--- src/rtl/turn_signal_sequencer.sv ---
// Taillight front-end: syncs/debounces switches, divides clk into the step tick, arbitrates one command.
// Latency: cmd follows its debounced trigger by 1 cycle; no backpressure, seq_done gates direction changes.
module turn_signal_sequencer #(
    parameter int SYSTEM_FREQ     = 12500,
    parameter int HZ              = 8,
    parameter int DEBOUNCE_CYCLES = 16,
    parameter int TIMEOUT_TICKS   = 64
) (
    input  logic clk,
    input  logic rst,
    input  logic left_sw,
    input  logic right_sw,
    input  logic haz_sw,
    input  logic seq_done,
    output logic tick,
    output logic left_cmd,
    output logic right_cmd,
    output logic haz_cmd,
    output logic timeout
);

    localparam int DIV = SYSTEM_FREQ / HZ;
    localparam int PW  = (DIV > 1) ? $clog2(DIV) : 1;
    localparam int DW  = $clog2(DEBOUNCE_CYCLES + 1);
    localparam int TW  = $clog2(TIMEOUT_TICKS + 1);

    localparam logic [PW-1:0] PRESC_MAX = PW'(DIV - 1);
    localparam logic [DW-1:0] DB_LAST   = DW'(DEBOUNCE_CYCLES - 1);
    localparam logic [TW-1:0] TOUT_MAX  = TW'(TIMEOUT_TICKS);

    typedef enum logic [1:0] {
        ST_IDLE,
        ST_LEFT,
        ST_RIGHT,
        ST_HAZ
    } state_t;

    logic [2:0]          sync1_q, sync1_d;
    logic [2:0]          sync2_q, sync2_d;
    logic [2:0]          db_q, db_d;
    logic [2:0][DW-1:0]  db_cnt_q, db_cnt_d;
    logic [PW-1:0]       presc_q, presc_d;
    logic                tick_q, tick_d;
    state_t              state_q, state_d;
    logic [TW-1:0]       tout_q, tout_d;
    logic                cancel_q, cancel_d;
    logic                left_cmd_q, left_cmd_d;
    logic                right_cmd_q, right_cmd_d;
    logic                haz_cmd_q, haz_cmd_d;
    logic                timeout_q, timeout_d;

    logic   left_db, right_db, haz_db;
    logic   turn_q;
    state_t target;

    assign left_db  = db_q[0];
    assign right_db = db_q[1];
    assign haz_db   = db_q[2];
    assign turn_q   = (state_q == ST_LEFT) || (state_q == ST_RIGHT);

    // Switch front-end: two-flop synchroniser then a per-switch stability counter.
    always_comb begin
        sync1_d  = {haz_sw, right_sw, left_sw};
        sync2_d  = sync1_q;
        db_d     = db_q;
        db_cnt_d = '0;
        for (int i = 0; i < 3; i++) begin
            if (sync2_q[i] != db_q[i]) begin
                if (db_cnt_q[i] == DB_LAST) begin
                    db_d[i] = sync2_q[i];
                end else begin
                    db_cnt_d[i] = db_cnt_q[i] + DW'(1);
                end
            end
        end
    end

    always_comb begin
        presc_d = (presc_q == PRESC_MAX) ? '0 : presc_q + PW'(1);
        tick_d  = (presc_d == PRESC_MAX);
    end

    always_comb begin
        target = ST_IDLE;
        if (haz_db || (left_db && right_db)) begin
            target = ST_HAZ;
        end else if (left_db && !cancel_q) begin
            target = ST_LEFT;
        end else if (right_db && !cancel_q) begin
            target = ST_RIGHT;
        end

        // Hazard preempts at once; other direction changes wait for a sequence boundary.
        state_d = state_q;
        if (target == ST_HAZ) begin
            state_d = ST_HAZ;
        end else if (state_q == ST_IDLE) begin
            state_d = target;
        end else if (seq_done && (target != state_q)) begin
            state_d = target;
        end

        // A state change discards any tick landing on the same cycle.
        tout_d = tout_q;
        if (state_d != state_q) begin
            tout_d = '0;
        end else if (turn_q && tick_q && (tout_q != TOUT_MAX)) begin
            tout_d = tout_q + TW'(1);
        end

        cancel_d = cancel_q;
        if ((state_d == ST_HAZ) && (state_q != ST_HAZ)) begin
            cancel_d = 1'b0;
        end else if (turn_q && (tout_q == TOUT_MAX)) begin
            cancel_d = 1'b1;
        end else if (!left_db && !right_db) begin
            cancel_d = 1'b0;
        end

        timeout_d   = turn_q && (state_d == ST_IDLE) && (tout_q == TOUT_MAX);
        left_cmd_d  = (state_d == ST_LEFT);
        right_cmd_d = (state_d == ST_RIGHT);
        haz_cmd_d   = (state_d == ST_HAZ);
    end

    always_ff @(posedge clk or posedge rst) begin
        if (rst) begin
            sync1_q     <= '0;
            sync2_q     <= '0;
            db_q        <= '0;
            db_cnt_q    <= '0;
            presc_q     <= '0;
            tick_q      <= 1'b0;
            state_q     <= ST_IDLE;
            tout_q      <= '0;
            cancel_q    <= 1'b0;
            left_cmd_q  <= 1'b0;
            right_cmd_q <= 1'b0;
            haz_cmd_q   <= 1'b0;
            timeout_q   <= 1'b0;
        end else begin
            sync1_q     <= sync1_d;
            sync2_q     <= sync2_d;
            db_q        <= db_d;
            db_cnt_q    <= db_cnt_d;
            presc_q     <= presc_d;
            tick_q      <= tick_d;
            state_q     <= state_d;
            tout_q      <= tout_d;
            cancel_q    <= cancel_d;
            left_cmd_q  <= left_cmd_d;
            right_cmd_q <= right_cmd_d;
            haz_cmd_q   <= haz_cmd_d;
            timeout_q   <= timeout_d;
        end
    end

    assign tick      = tick_q;
    assign left_cmd  = left_cmd_q;
    assign right_cmd = right_cmd_q;
    assign haz_cmd   = haz_cmd_q;
    assign timeout   = timeout_q;

endmodule

--- config.mk ---
export PLATFORM = sky130hd
export DESIGN_NAME = turn_signal_sequencer
export DESIGN_NICKNAME = d
export VERILOG_FILES = /design/src/rtl/turn_signal_sequencer.sv
export SDC_FILE = /design/constraint.sdc
export NUM_CORES = 1
export LEC_CHECK = 0
export ABC_AREA = 1
export ABC_CLOCK_PERIOD_IN_PS = 4050
export CELL_PAD_IN_SITES_DETAIL_PLACEMENT = 1
export CELL_PAD_IN_SITES_GLOBAL_PLACEMENT = 1
export CORE_MARGIN = 2
export CORE_UTILIZATION = 36
export CTS_CLUSTER_SIZE = 10
export DETAILED_ROUTE_END_ITERATION = 8
export DONT_BUFFER_PORTS = 1
export GPL_TIMING_DRIVEN = 0
export PLACE_DENSITY = 0.71
export SLEW_MARGIN = 20
export SYNTH_ARGS = -nofsm -noshare
export SYNTH_HDL_FRONTEND = slang
export SYNTH_SLANG_ARGS = --single-unit
--- constraint.sdc ---
create_clock -name clk -period 4.05 [get_ports clk]
set_clock_uncertainty 0.15 [all_clocks]
set_input_delay 0.2025 -clock clk [delete_from_list [all_inputs] [get_ports clk]]
set_output_delay 0.2025 -clock clk [all_outputs]
set_load 0.01 [all_outputs]
Yosys cells after proc, flatten, opt, wreduce, memory -nomap -nowiden --
Cells that the tools add are included.
Word-level totals: flip-flop bits (word level) 50, bits in latches 0, memory bits (writable) 0, ROM bits 0, input port bits 6, output and inout bits 5, logic and storage cells 82, memories kept 0
Operators by class: add/sub/neg operators 5, multiply operators 0, div/mod/pow operators 0, order comparisons 0, equality and inequality tests 19, shift-type cells 0, multiplexer cells 18, bitwise logic cells 0, reductions and logical operators 23
Operator list (count):
- two-way mux 5 bit | 6
- equality test 11 bit, second input constant | 2
- adder 5 x 1 -> 5 bit, second input constant | 3
- equality test 5 x 4 -> 1 bit, second input constant | 3
- two-way mux 7 bit | 2
- two-way mux 2 bit | 6
- adder 11 x 1 -> 11 bit, second input constant | 1
- logical AND 1 bit | 11
- two-way mux 11 bit | 1
- equality test 2 bit, second input constant | 4
- adder 7 x 1 -> 7 bit, second input constant | 1
- equality test 7 bit, second input constant | 1
- inequality test 7 bit, second input constant | 1
- AND reduction 2 bit | 3
- equality test 2 x 1 -> 1 bit, second input constant | 2
- logical NOT 2 bit | 2
- inequality test 2 bit | 2
- logical NOT 1 bit | 3
- two-way mux 1 bit | 3
- inequality test 1 bit | 3
- nonzero test 3 bit | 1
- logical OR 1 bit | 2
- inequality test 2 bit, second input constant | 1
- nonzero test 2 bit | 1

Logic depth before layout (Yosys ltp) --
Gate-level depths: netlist of the first run.
depth after elaboration 13, mapped depth 12

Worst setup path before layout of the first run --
No wires, ideal clock.
path type flip-flop to flip-flop, from register state_q[0], to register tout_q[0], data arrival time 1.349 ns, setup slack 2.431 ns, cell stages (with the launch flop) 12, cell sequence dfrtp_1 inv_1 ha_1 inv_1 nand2_1 nor2_1 nor2_1 nand2_1 xor2_1 nor2_2 inv_2 nor2_1
Between the ends: longest elaborated chain between the ends 7
RTL lines:
- start, declared | line 44 | state_t state_q, state_d;
- start signal, assigned | line 148 | state_q <= state_d;
- inequality test 2 bit | line 99 | end else if (seq_done && (target != state_q)) begin
- logical AND 1 bit | line 99
- two-way mux 2 bit | line 99
- two-way mux 2 bit (*) | line 97 | end else if (state_q == ST_IDLE) begin
- two-way mux 2 bit (*) | line 95 | if (target == ST_HAZ) begin
- net state_d[1] | line 44
- inequality test 2 bit (*) | line 105 | if (state_d != state_q) begin
- two-way mux 7 bit or nonzero test 2 bit (tied branches)
- end signal, assigned | line 149 | tout_q <= tout_d;
- end, declared | line 45 | logic [TW-1:0] tout_q, tout_d;
The timed path passes the listed nets; every way through them passes the cells marked *. A chain may end at the register's enable or synchronous reset.

Final worst setup path of the first run --
Same ends and word-level chain as after synthesis.

==> flow_metrics.env, run 1 <==
export IMPL_tightest_slew_ps=551
export IMPL_critPathKind="reg2reg"
export IMPL_setup_viol=0
export IMPL_gp_congestion=0.717
export IMPL_start_util=0.370
export IMPL_worstReg2RegEnd="tout_q[0]"
export IMPL_synthArstFlopShare=1.00
export IMPL_ant_nets=0
export IMPL_coreArea_um2=6310
export IMPL_hold_depth=4
export IMPL_cap_viol_max_count=0
export IMPL_cts_resized=0
export IMPL_cts_root_buf="clkbuf_8"
export IMPL_hold_violations=0
export IMPL_finalWorstPathRequiredPeriod_ps=1900
export IMPL_port_buffers=0
export IMPL_area_growth_syn_to_layout_pct=10.4
export IMPL_crit_arrival_ps=1980
export IMPL_r2r_slack_ps=2150
export IMPL_placed_area_um2=2450
export IMPL_syn_inst=266
export IMPL_cp_start_kind="register"
export IMPL_clk_latency_ps=300
export IMPL_ys_flop_type="dfrtp_1"
export IMPL_grt_overflow_total=0
export IMPL_hpwl_mm=3.13
export IMPL_reg2reg_depth=11
export IMPL_period_share=0.469
export IMPL_synth_seq_cells=50
export IMPL_synth_distinct_cells=24
export IMPL_netlist_top_cells_area="dfrtp_1, nand2_1, inv_1, nor2_1, ha_1"
export IMPL_placed_cells=344
export IMPL_cellLeakagePower_nw=1.37
export IMPL_vias=1627
export IMPL_outcome="completed"
export IMPL_h_tree_depth=2
export IMPL_synth_largest_area_cell="dfrtp_1"
export IMPL_synth_nets=281
export IMPL_cts_sinks=50
export IMPL_report_final_slew_viol_count=0
export IMPL_synth_seq_area_share=0.536
export IMPL_r2r_start="state_q[0]"
export IMPL_hold_end="left_cmd"
export IMPL_syn_area_um2=2330
export IMPL_grt_pass1_vias=1736
export IMPL_grt_pass1_wl_mm=7.67
export IMPL_synth_edf_count=0
export IMPL_path_max_fanout=5
export IMPL_layout_drive_gt1_share=0.0932
export IMPL_fin_nets=293
export IMPL_peakVddDrop_mv=0.166
export IMPL_cts_tree="built"
export IMPL_hp_start="seq_done"
export IMPL_post_place_ws_ps=2160
export IMPL_fp_dieW_um=84.5
export IMPL_first_iter_violations=39
export IMPL_drt_first_pass_iters=3
export IMPL_final_cell_count_no_fill=356
export IMPL_cts_buffers=5
export IMPL_synth_most_common_cell="nand2_1"
export IMPL_hold_buffers=4
export IMPL_die_area_um2=7140
export IMPL_synth_top_cell_area_share=0.536
export IMPL_grt_usage=0.133
export IMPL_cts_buffer_depth=2
export IMPL_clk_transition_reported_paths_ps=90
export IMPL_grt_setup_unrepaired="no"
export IMPL_wl_per_cell_um=11.5
export IMPL_slew_headroom=0.632
export IMPL_max_freq_ghz=0.527
export IMPL_power_density_nw_per_um2=331
export IMPL_avgSynthCellArea_um2=8.77
export IMPL_final_cell_area_um2=2580
export IMPL_fin_ws_ps=2150
export IMPL_routed_wl_mm=4.11
export IMPL_cts_setup_buffers=0
export IMPL_row_count=29
export IMPL_detail_route_vias_per_cell=4.57
export IMPL_hold_class="in2reg"
export IMPL_drc=0
export IMPL_grt_max_degree=27
export IMPL_cp_end_kind="register"
export IMPL_dieHeight_um=84.5
export IMPL_diodes=0
export IMPL_cp_data_required_time_ps=4140
export IMPL_synth_top_cells_by_count="nand2_1, dfrtp_1, inv_1"
export IMPL_io_pins=11
export IMPL_antenna_found_initial=0
export IMPL_tns_ps=0
export IMPL_yosys_warnings=0
==> stage by stage <==
| stage | hold slack, ps | total power [mW] | util |
|---|---|---|---|
| final | 126 | 0.853 | 0.408 |
| after detailed placement | 24.4 | 0.578 | 0.388 |
| after floorplan | 83.9 | 0.562 | - |
| after CTS | 113 | 0.873 | 0.408 |
| after global placement | 84.0 | 0.572 | 0.385 |
| after global routing | 151 | 0.900 | 0.408 |
==> registers in the layout, indices dropped and copies added (netlist names) <==
register / cells
cancel_q: 1
left_cmd: 1
db_q: 3
db_cnt_q: 15
right_cmd: 1
sync1_q: 3
state_q: 2
tick: 1
timeout: 1
haz_cmd: 1
sync2_q: 3
tout_q: 7
presc_q: 11
==> area by class of cell <==
class                   count  area, um^2
inverters                  49         184
clock inverters             2        13.8
flip-flops and latches     50        1250
clock buffers               6        72.6
repair buffers              5        60.1
multi-input cells         167         898
fillers                   773        3740
well taps                  77        96.3
==> metal layers <==
layer  global-route usage  vias to the layer above  part of all wire
li1                     -                      831                 -
met1                0.164                      781              0.48
met2                0.224                       10              0.49
met3               0.0256                        5             0.020
met4               0.0606                        0             0.015
met5                    0                        -                 0
==> critical path, stage by stage, from the launching register on <==
cell and delay (ps):
dfrtp_1 440, inv_1 100, ha_1 140, inv_1 40, nand2_1 120, nor2_1 60, nor2_1 90, nand2_1 160
xor2_1 200, nor2_2 160, inv_2 80, nor2_1 90
==> cells in the final DEF (no fill, tap or decap), types with 2 or more instances in the layout <==
cell	Yosys	routed
xor2_1	11	11
nor2_2	5	5
inv_1	45	44
dlygate4sd3_1	0	4
nor2_1	43	43
and3_1	2	2
clkbuf_8	0	5
o21ai_1	2	2
nor3_1	4	4
nand2_1	51	51
nor2_4	2	2
nand3_1	10	10
inv_2	4	5
a21oi_1	6	6
nand4_1	7	7
o21ai_0	4	4
dfrtp_1	50	50
ha_1	9	9
xnor2_1	4	4
==> report_power, final <==
part           total [mW]  switching [mW]  leakage, nW  internal [mW]
logic              0.0441          0.0267        0.661         0.0175
clock network       0.285           0.163       0.0452          0.122
registers           0.525          0.0114        0.659          0.513
==> worst max path at each step <==
stage | slack [ps] | startpoint | cells after the start | to
after floorplan | 2430 | state_q[0] | 11 | tout_q[0]
after global placement | 1890 | rst | 1 | tout_q[2]
after detailed placement | 2160 | state_q[0] | 11 | tout_q[0]
after CTS | 2140 | state_q[0] | 11 | tout_q[0]
after global routing | 1970 | state_q[0] | 11 | tout_q[4]
final | 2150 | state_q[0] | 11 | tout_q[0]
==> logic make-up after synthesis <==
family | after synthesis | share of synthesized area
flip-flops | 50 | 0.536
AO/OA/AOI/OAI | 14 | 0.0327
buffers and inverters | 49 | 0.0788
AND/OR/NAND/NOR | 128 | 0.243
multiplexers | 1 | 0.00483
adder cells (fa/ha/maj) | 9 | 0.0483
XOR/XNOR | 15 | 0.0563
No activity file was read; power rests on OpenSTA's default activity.
==> run 2: changes to the inputs <==
--- a/config.mk
+++ b/config.mk
@@ -6,7 +6,7 @@
 export NUM_CORES = 1
 export LEC_CHECK = 0
 export ABC_AREA = 1
-export ABC_CLOCK_PERIOD_IN_PS = 4050
+export ABC_CLOCK_PERIOD_IN_PS = 1900
 export CELL_PAD_IN_SITES_DETAIL_PLACEMENT = 1
 export CELL_PAD_IN_SITES_GLOBAL_PLACEMENT = 1
 export CORE_MARGIN = 2
==> constraint.sdc (replaced) <==
create_clock -name clk -period 1.9 [get_ports clk]
set_clock_uncertainty 0.15 [all_clocks]
set_input_delay 0.095 -clock clk [delete_from_list [all_inputs] [get_ports clk]]
set_output_delay 0.095 -clock clk [all_outputs]
set_load 0.01 [all_outputs]
==> flow_metrics.env, run 2 (synthesized netlist as in run 1, its figures left out) <==
export IMPL_diodes=0
export IMPL_fp_dieW_um=84.5
export IMPL_placed_area_um2=2450
export IMPL_worstReg2RegEnd="tout_q[0]"
export IMPL_antenna_found_initial=0
export IMPL_critPathSlowestCell="dfrtp_1"
export IMPL_start_util=0.370
export IMPL_cts_buffer_depth=2
export IMPL_outcome="finished with violations"
export IMPL_cap_viol_max_count=0
export IMPL_vias=1635
export IMPL_internal_power_mw=1.39
export IMPL_path_max_fanout=5
export IMPL_p_seq_frac=0.614
export IMPL_coreArea_um2=6310
export IMPL_port_buffers=0
export IMPL_tightest_slew_ps=552
export IMPL_hold_depth=4
export IMPL_combPwrFrac=0.053
export IMPL_path_common_cell="nor2_1"
export IMPL_drt_first_pass_iters=3
export IMPL_r2r_start="state_q[0]"
export IMPL_row_count=29
export IMPL_top_regs="db_cnt_q (15), presc_q (11), tout_q (7)"
export IMPL_first_iter_violations=44
export IMPL_cts_sinks=50
export IMPL_setup_viol=0
export IMPL_cp_start_kind="register"
export IMPL_peakVddDrop_mv=0.353
export IMPL_cellLeakagePower_nw=1.38
export IMPL_largest_reg_flops=15
export IMPL_hp_start="seq_done"
export IMPL_grt_max_degree=27
export IMPL_fin_nets=295
export IMPL_r2r_slack_ps=120
export IMPL_cts_root_buf="clkbuf_8"
export IMPL_power_total_mw=1.82
export IMPL_routed_wl_mm=4.18
export IMPL_grt_setup_unrepaired="yes"
export IMPL_cpPeakStageDelay_ps=410
export IMPL_hold_violations=2
export IMPL_crit_family="simple AND/OR/NAND/NOR gates"
export IMPL_crit_buf_inv=3
export IMPL_cp_end_kind="register"
export IMPL_cts_buffers=5
export IMPL_die_area_um2=7140
export IMPL_finalHoldWorstSlack_ps=-24.1
export IMPL_wl_per_cell_um=11.7
export IMPL_hold_class="in2reg"
export IMPL_drc=0
export IMPL_cp_data_required_time_ps=1990
export IMPL_switching_share=0.235
export IMPL_period_share=0.936
export IMPL_hold_end="left_cmd"
export IMPL_path_cells="inv_1 > ha_1 > inv_1 > nand2_2 > nor2_1 > nor2_1 > nand2_2 > xor2_2 > nor2_4 > inv_2 > nor2_1"
export IMPL_slew_headroom=0.631
export IMPL_layout_drive_gt1_share=0.114
export IMPL_violations="hold timing"
export IMPL_io_pins=11
export IMPL_final_cell_area_um2=2610
export IMPL_max_freq_ghz=0.562
export IMPL_area_growth_syn_to_layout_pct=11.8
export IMPL_reg2reg_depth=11
export IMPL_dieHeight_um=84.5
export IMPL_finalWorstPathRequiredPeriod_ps=1780
export IMPL_grt_usage=0.133
export IMPL_h_tree_depth=2
export IMPL_critPathKind="reg2reg"
export IMPL_grt_overflow_total=0
export IMPL_hpwl_mm=3.13
export IMPL_clkPwrFrac=0.333
export IMPL_max_flop_register="db_cnt_q"
export IMPL_gp_congestion=0.717
export IMPL_grt_pass1_vias=1730
export IMPL_cts_tree="built"
export IMPL_report_final_slew_viol_count=0
export IMPL_power_density_nw_per_um2=698
export IMPL_clk_transition_reported_paths_ps=90
export IMPL_p_sw_mw=0.428
export IMPL_crit_arrival_ps=1860
export IMPL_detail_route_vias_per_cell=4.57
export IMPL_grt_pass1_wl_mm=7.65
export IMPL_final_cell_mix="nand2_1, dfrtp_1, inv_1"
export IMPL_ant_nets=0
export IMPL_clk_latency_ps=300
-- run 2: changes by cell type in the layout (fill, tap and decap cells not counted), sizes merged --
cell	previous run	this run
buf	1	3
-- run 2: per-layer routing --
metal | track usage | part of all wire
met1 | 0.164 | 0.47
met2 | 0.224 | 0.49
met3 | 0.0256 | 0.020
met4 | 0.0606 | 0.015
met5 | 0 | 0
-- run 2: worst register-to-register path: cells and delay by family (launching register included) --
kind / cells / cell delay, ps
and+or+nand+nor: 6 / 610
DFF: 1 / 410
buffers and inverters: 3 / 210
xor gates and xnor gates: 1 / 180
adders and majority gates: 1 / 150
-- run 2: final cells by class --
type | count | area [um^2]
clock buffers | 6 | 72.6
clock inverters | 2 | 13.8
fillers | 768 | 3700
inverters | 49 | 184
multi-input cells | 167 | 916
flip-flops and latches | 50 | 1250
well taps | 77 | 96.3
repair buffers | 7 | 75.1
-- run 2: worst max-delay path by stage --
stage	startpoint	to	slack [ps]	cells past startpoint
3_5_place_dp	state_q[0]	tout_q[0]	10	11
2_1_floorplan	state_q[0]	tout_q[0]	280	11
4_1_cts	state_q[0]	tout_q[0]	40	11
6_report	state_q[0]	tout_q[0]	120	11
3_3_place_gp	rst	tout_q[2]	-150	1
5_1_grt	state_q[0]	tout_q[4]	-50	12
-- run 2: power by group through the flow --
stage                     clock network, mW  logic [mW]  registers, mW
after floorplan                           0      0.0653           1.13
after global placement                    0      0.0808           1.14
after detailed placement                  0      0.0917           1.14
after CTS                             0.644      0.0988           1.12
after global routing                  0.682       0.115           1.12
final                                 0.607      0.0957           1.12
-- run 2: per-stage QoR --
| stage | cells | setup TNS [ps] | util | worst slack, ps |
|---|---|---|---|---|
| finish | 358 | 0 | 0.413 | 122 |
| global route | 358 | -160 | 0.413 | -46.6 |
| CTS | 356 | 0 | 0.408 | 36.7 |
| detailed placement | 344 | 0 | 0.388 | 9.59 |
| global placement | 343 | -7390 | 0.385 | -149 |
| floorplan | 266 | 0 | - | 281 |
-- run 2: repair_timing --
action,in CTS,in global routing
resized for setup,1,4
buffers inserted,0,2
pin swaps,0,2
setup endpoints to repair,1,9
hold buffers,4,0
hold endpoints to repair,53,0
==> run 3: changes to the inputs <==
--- a/config.mk
+++ b/config.mk
@@ -16,6 +16,7 @@
 export DONT_BUFFER_PORTS = 1
 export GPL_TIMING_DRIVEN = 0
 export PLACE_DENSITY = 0.71
+export RECOVER_POWER = 50
 export SLEW_MARGIN = 20
 export SYNTH_ARGS = -nofsm -noshare
 export SYNTH_HDL_FRONTEND = slang
==> flow_metrics.env, run 3 (synthesized netlist as in run 1, its figures left out) <==
export IMPL_cts_root_buf="clkbuf_8"
export IMPL_max_flop_register="db_cnt_q"
export IMPL_vias=1637
export IMPL_grt_setup_unrepaired="yes"
export IMPL_detail_route_vias_per_cell=4.57
export IMPL_power_total_mw=1.82
export IMPL_top_regs="db_cnt_q (15), presc_q (11), tout_q (7)"
export IMPL_internal_power_mw=1.39
export IMPL_gp_congestion=0.717
export IMPL_hp_start="seq_done"
export IMPL_cts_buffer_depth=2
export IMPL_port_buffers=0
export IMPL_combPwrFrac=0.050
export IMPL_coreArea_um2=6310
export IMPL_layout_drive_gt1_share=0.110
export IMPL_reg2reg_depth=11
export IMPL_final_cell_count_no_fill=358
export IMPL_cp_data_required_time_ps=1990
export IMPL_grt_pass1_wl_mm=7.65
export IMPL_switching_share=0.237
export IMPL_first_iter_violations=44
export IMPL_hold_violations=2
export IMPL_power_density_nw_per_um2=701
export IMPL_dieHeight_um=84.5
export IMPL_cellLeakagePower_nw=1.37
export IMPL_fin_nets=295
export IMPL_tightest_slew_ps=939
export IMPL_setup_viol=0
export IMPL_p_seq_frac=0.614
export IMPL_hold_depth=4
export IMPL_placed_area_um2=2450
export IMPL_fillers=768
export IMPL_routed_wl_mm=4.19
export IMPL_largest_reg_flops=15
export IMPL_violations="hold timing"
export IMPL_die_area_um2=7140
export IMPL_max_freq_ghz=0.563
export IMPL_worstReg2RegEnd="tout_q[0]"
export IMPL_cp_end_kind="register"
export IMPL_crit_arrival_ps=1870
export IMPL_grt_usage=0.133
export IMPL_r2r_slack_ps=120
export IMPL_period_share=0.936
export IMPL_p_sw_mw=0.432
export IMPL_start_util=0.370
export IMPL_peakVddDrop_mv=0.353
export IMPL_finalHoldWorstSlack_ps=-28.4
export IMPL_cts_sinks=50
export IMPL_hpwl_mm=3.13
export IMPL_cap_viol_max_count=0
export IMPL_final_cell_area_um2=2600
export IMPL_row_count=29
export IMPL_h_tree_depth=2
export IMPL_cts_tree="built"
export IMPL_grt_pass1_vias=1730
export IMPL_hold_end="left_cmd"
export IMPL_fp_dieW_um=84.5
export IMPL_clk_latency_ps=300
export IMPL_clk_transition_reported_paths_ps=90
export IMPL_io_pins=11
export IMPL_grt_overflow_total=0
export IMPL_seq_area_um2=1250
export IMPL_clkPwrFrac=0.336
export IMPL_diodes=0
export IMPL_slew_headroom=0.373
export IMPL_multiInputGateArea_um2=916
export IMPL_outcome="finished with violations"
export IMPL_drc=0
export IMPL_path_max_fanout=5
export IMPL_placed_cells=344
export IMPL_cp_start_kind="register"
export IMPL_wl_per_cell_um=11.7
export IMPL_utilization=0.411
export IMPL_report_final_slew_viol_count=0
export IMPL_grt_max_degree=27
export IMPL_final_cell_mix="nand2_1, dfrtp_1, inv_1"
export IMPL_ant_nets=0
export IMPL_antenna_found_initial=0
export IMPL_finalWorstPathRequiredPeriod_ps=1780
export IMPL_hold_class="in2reg"
export IMPL_cts_buffers=5
export IMPL_drt_first_pass_iters=3
export IMPL_area_growth_syn_to_layout_pct=11.3
export IMPL_r2r_start="state_q[0]"
export IMPL_critPathKind="reg2reg"
run 3: cell count changes in the layout (fill, tap and decap cells not counted), sizes merged:
cell    delta
clkbuf     +1
buf        -1
run 3: worst max-delay path, stage by stage (launching register included):
cell and delay (ps):
dfrtp_1 410, inv_1 90, ha_1 150, inv_1 50, nand2_2 100, nor2_1 50
nor2_1 110, nand2_2 120, xor2_2 180, nor2_4 140, inv_2 70, nor2_1 90
run 3: worst max-delay path by stage:
stage	from	to	slack [ps]	depth (start not counted)
5_1_grt	state_q[0]	tout_q[4]	-50	12
3_5_place_dp	state_q[0]	tout_q[0]	10	11
3_3_place_gp	rst	tout_q[2]	-150	1
6_report	state_q[0]	tout_q[0]	120	11
4_1_cts	state_q[0]	tout_q[0]	40	11
2_1_floorplan	state_q[0]	tout_q[0]	280	11
run 3: final cells by class:
type                            count  share of cell area
Clock buffer                        6              0.0279
Clock inverter                      2             0.00530
Inverter                           49              0.0708
Multi-Input combinational cell    167               0.353
Sequential cell                    50               0.482
Tap cell                           77              0.0371
Timing Repair Buffer                7              0.0241
run 3: routing by layer:
| layer | global-route usage | part of all wire | vias up | wire [um] |
|---|---|---|---|---|
| met5 | 0 | 0 | - | 0 |
| met4 | 0.0606 | 0.022 | 0 | 91 |
| met3 | 0.0256 | 0.022 | 8 | 93 |
| met2 | 0.224 | 0.49 | 12 | 2030 |
| met1 | 0.164 | 0.47 | 785 | 1970 |
| li1 | - | - | 832 | - |
run 3: per-stage QoR:
stage	setup slack [ps]	setup TNS (ps)
final	122	0
after global routing	-46.6	-160
after CTS	36.7	0
after detailed placement	9.59	0
after global placement	-149	-7390
after floorplan	281	0
run 3: repair_timing:
action                                  4_1_cts  5_1_grt
hold buffers                                  4        0
pin swaps                                     0        2
endpoints found under the setup margin        1        9
endpoints found under the hold margin        53        0
resized for setup                             1        4
cloned                                        0        0
setup buffers                                 0        2
run 3: power groups by stage:
stage / registers (mW) / clock network (mW) / logic [mW]
6_report: 1.12 / 0.611 / 0.0919
4_1_cts: 1.12 / 0.644 / 0.0988
3_5_place_dp: 1.14 / 0 / 0.0917
3_3_place_gp: 1.14 / 0 / 0.0808
2_1_floorplan: 1.13 / 0 / 0.0653
5_1_grt: 1.12 / 0.682 / 0.111
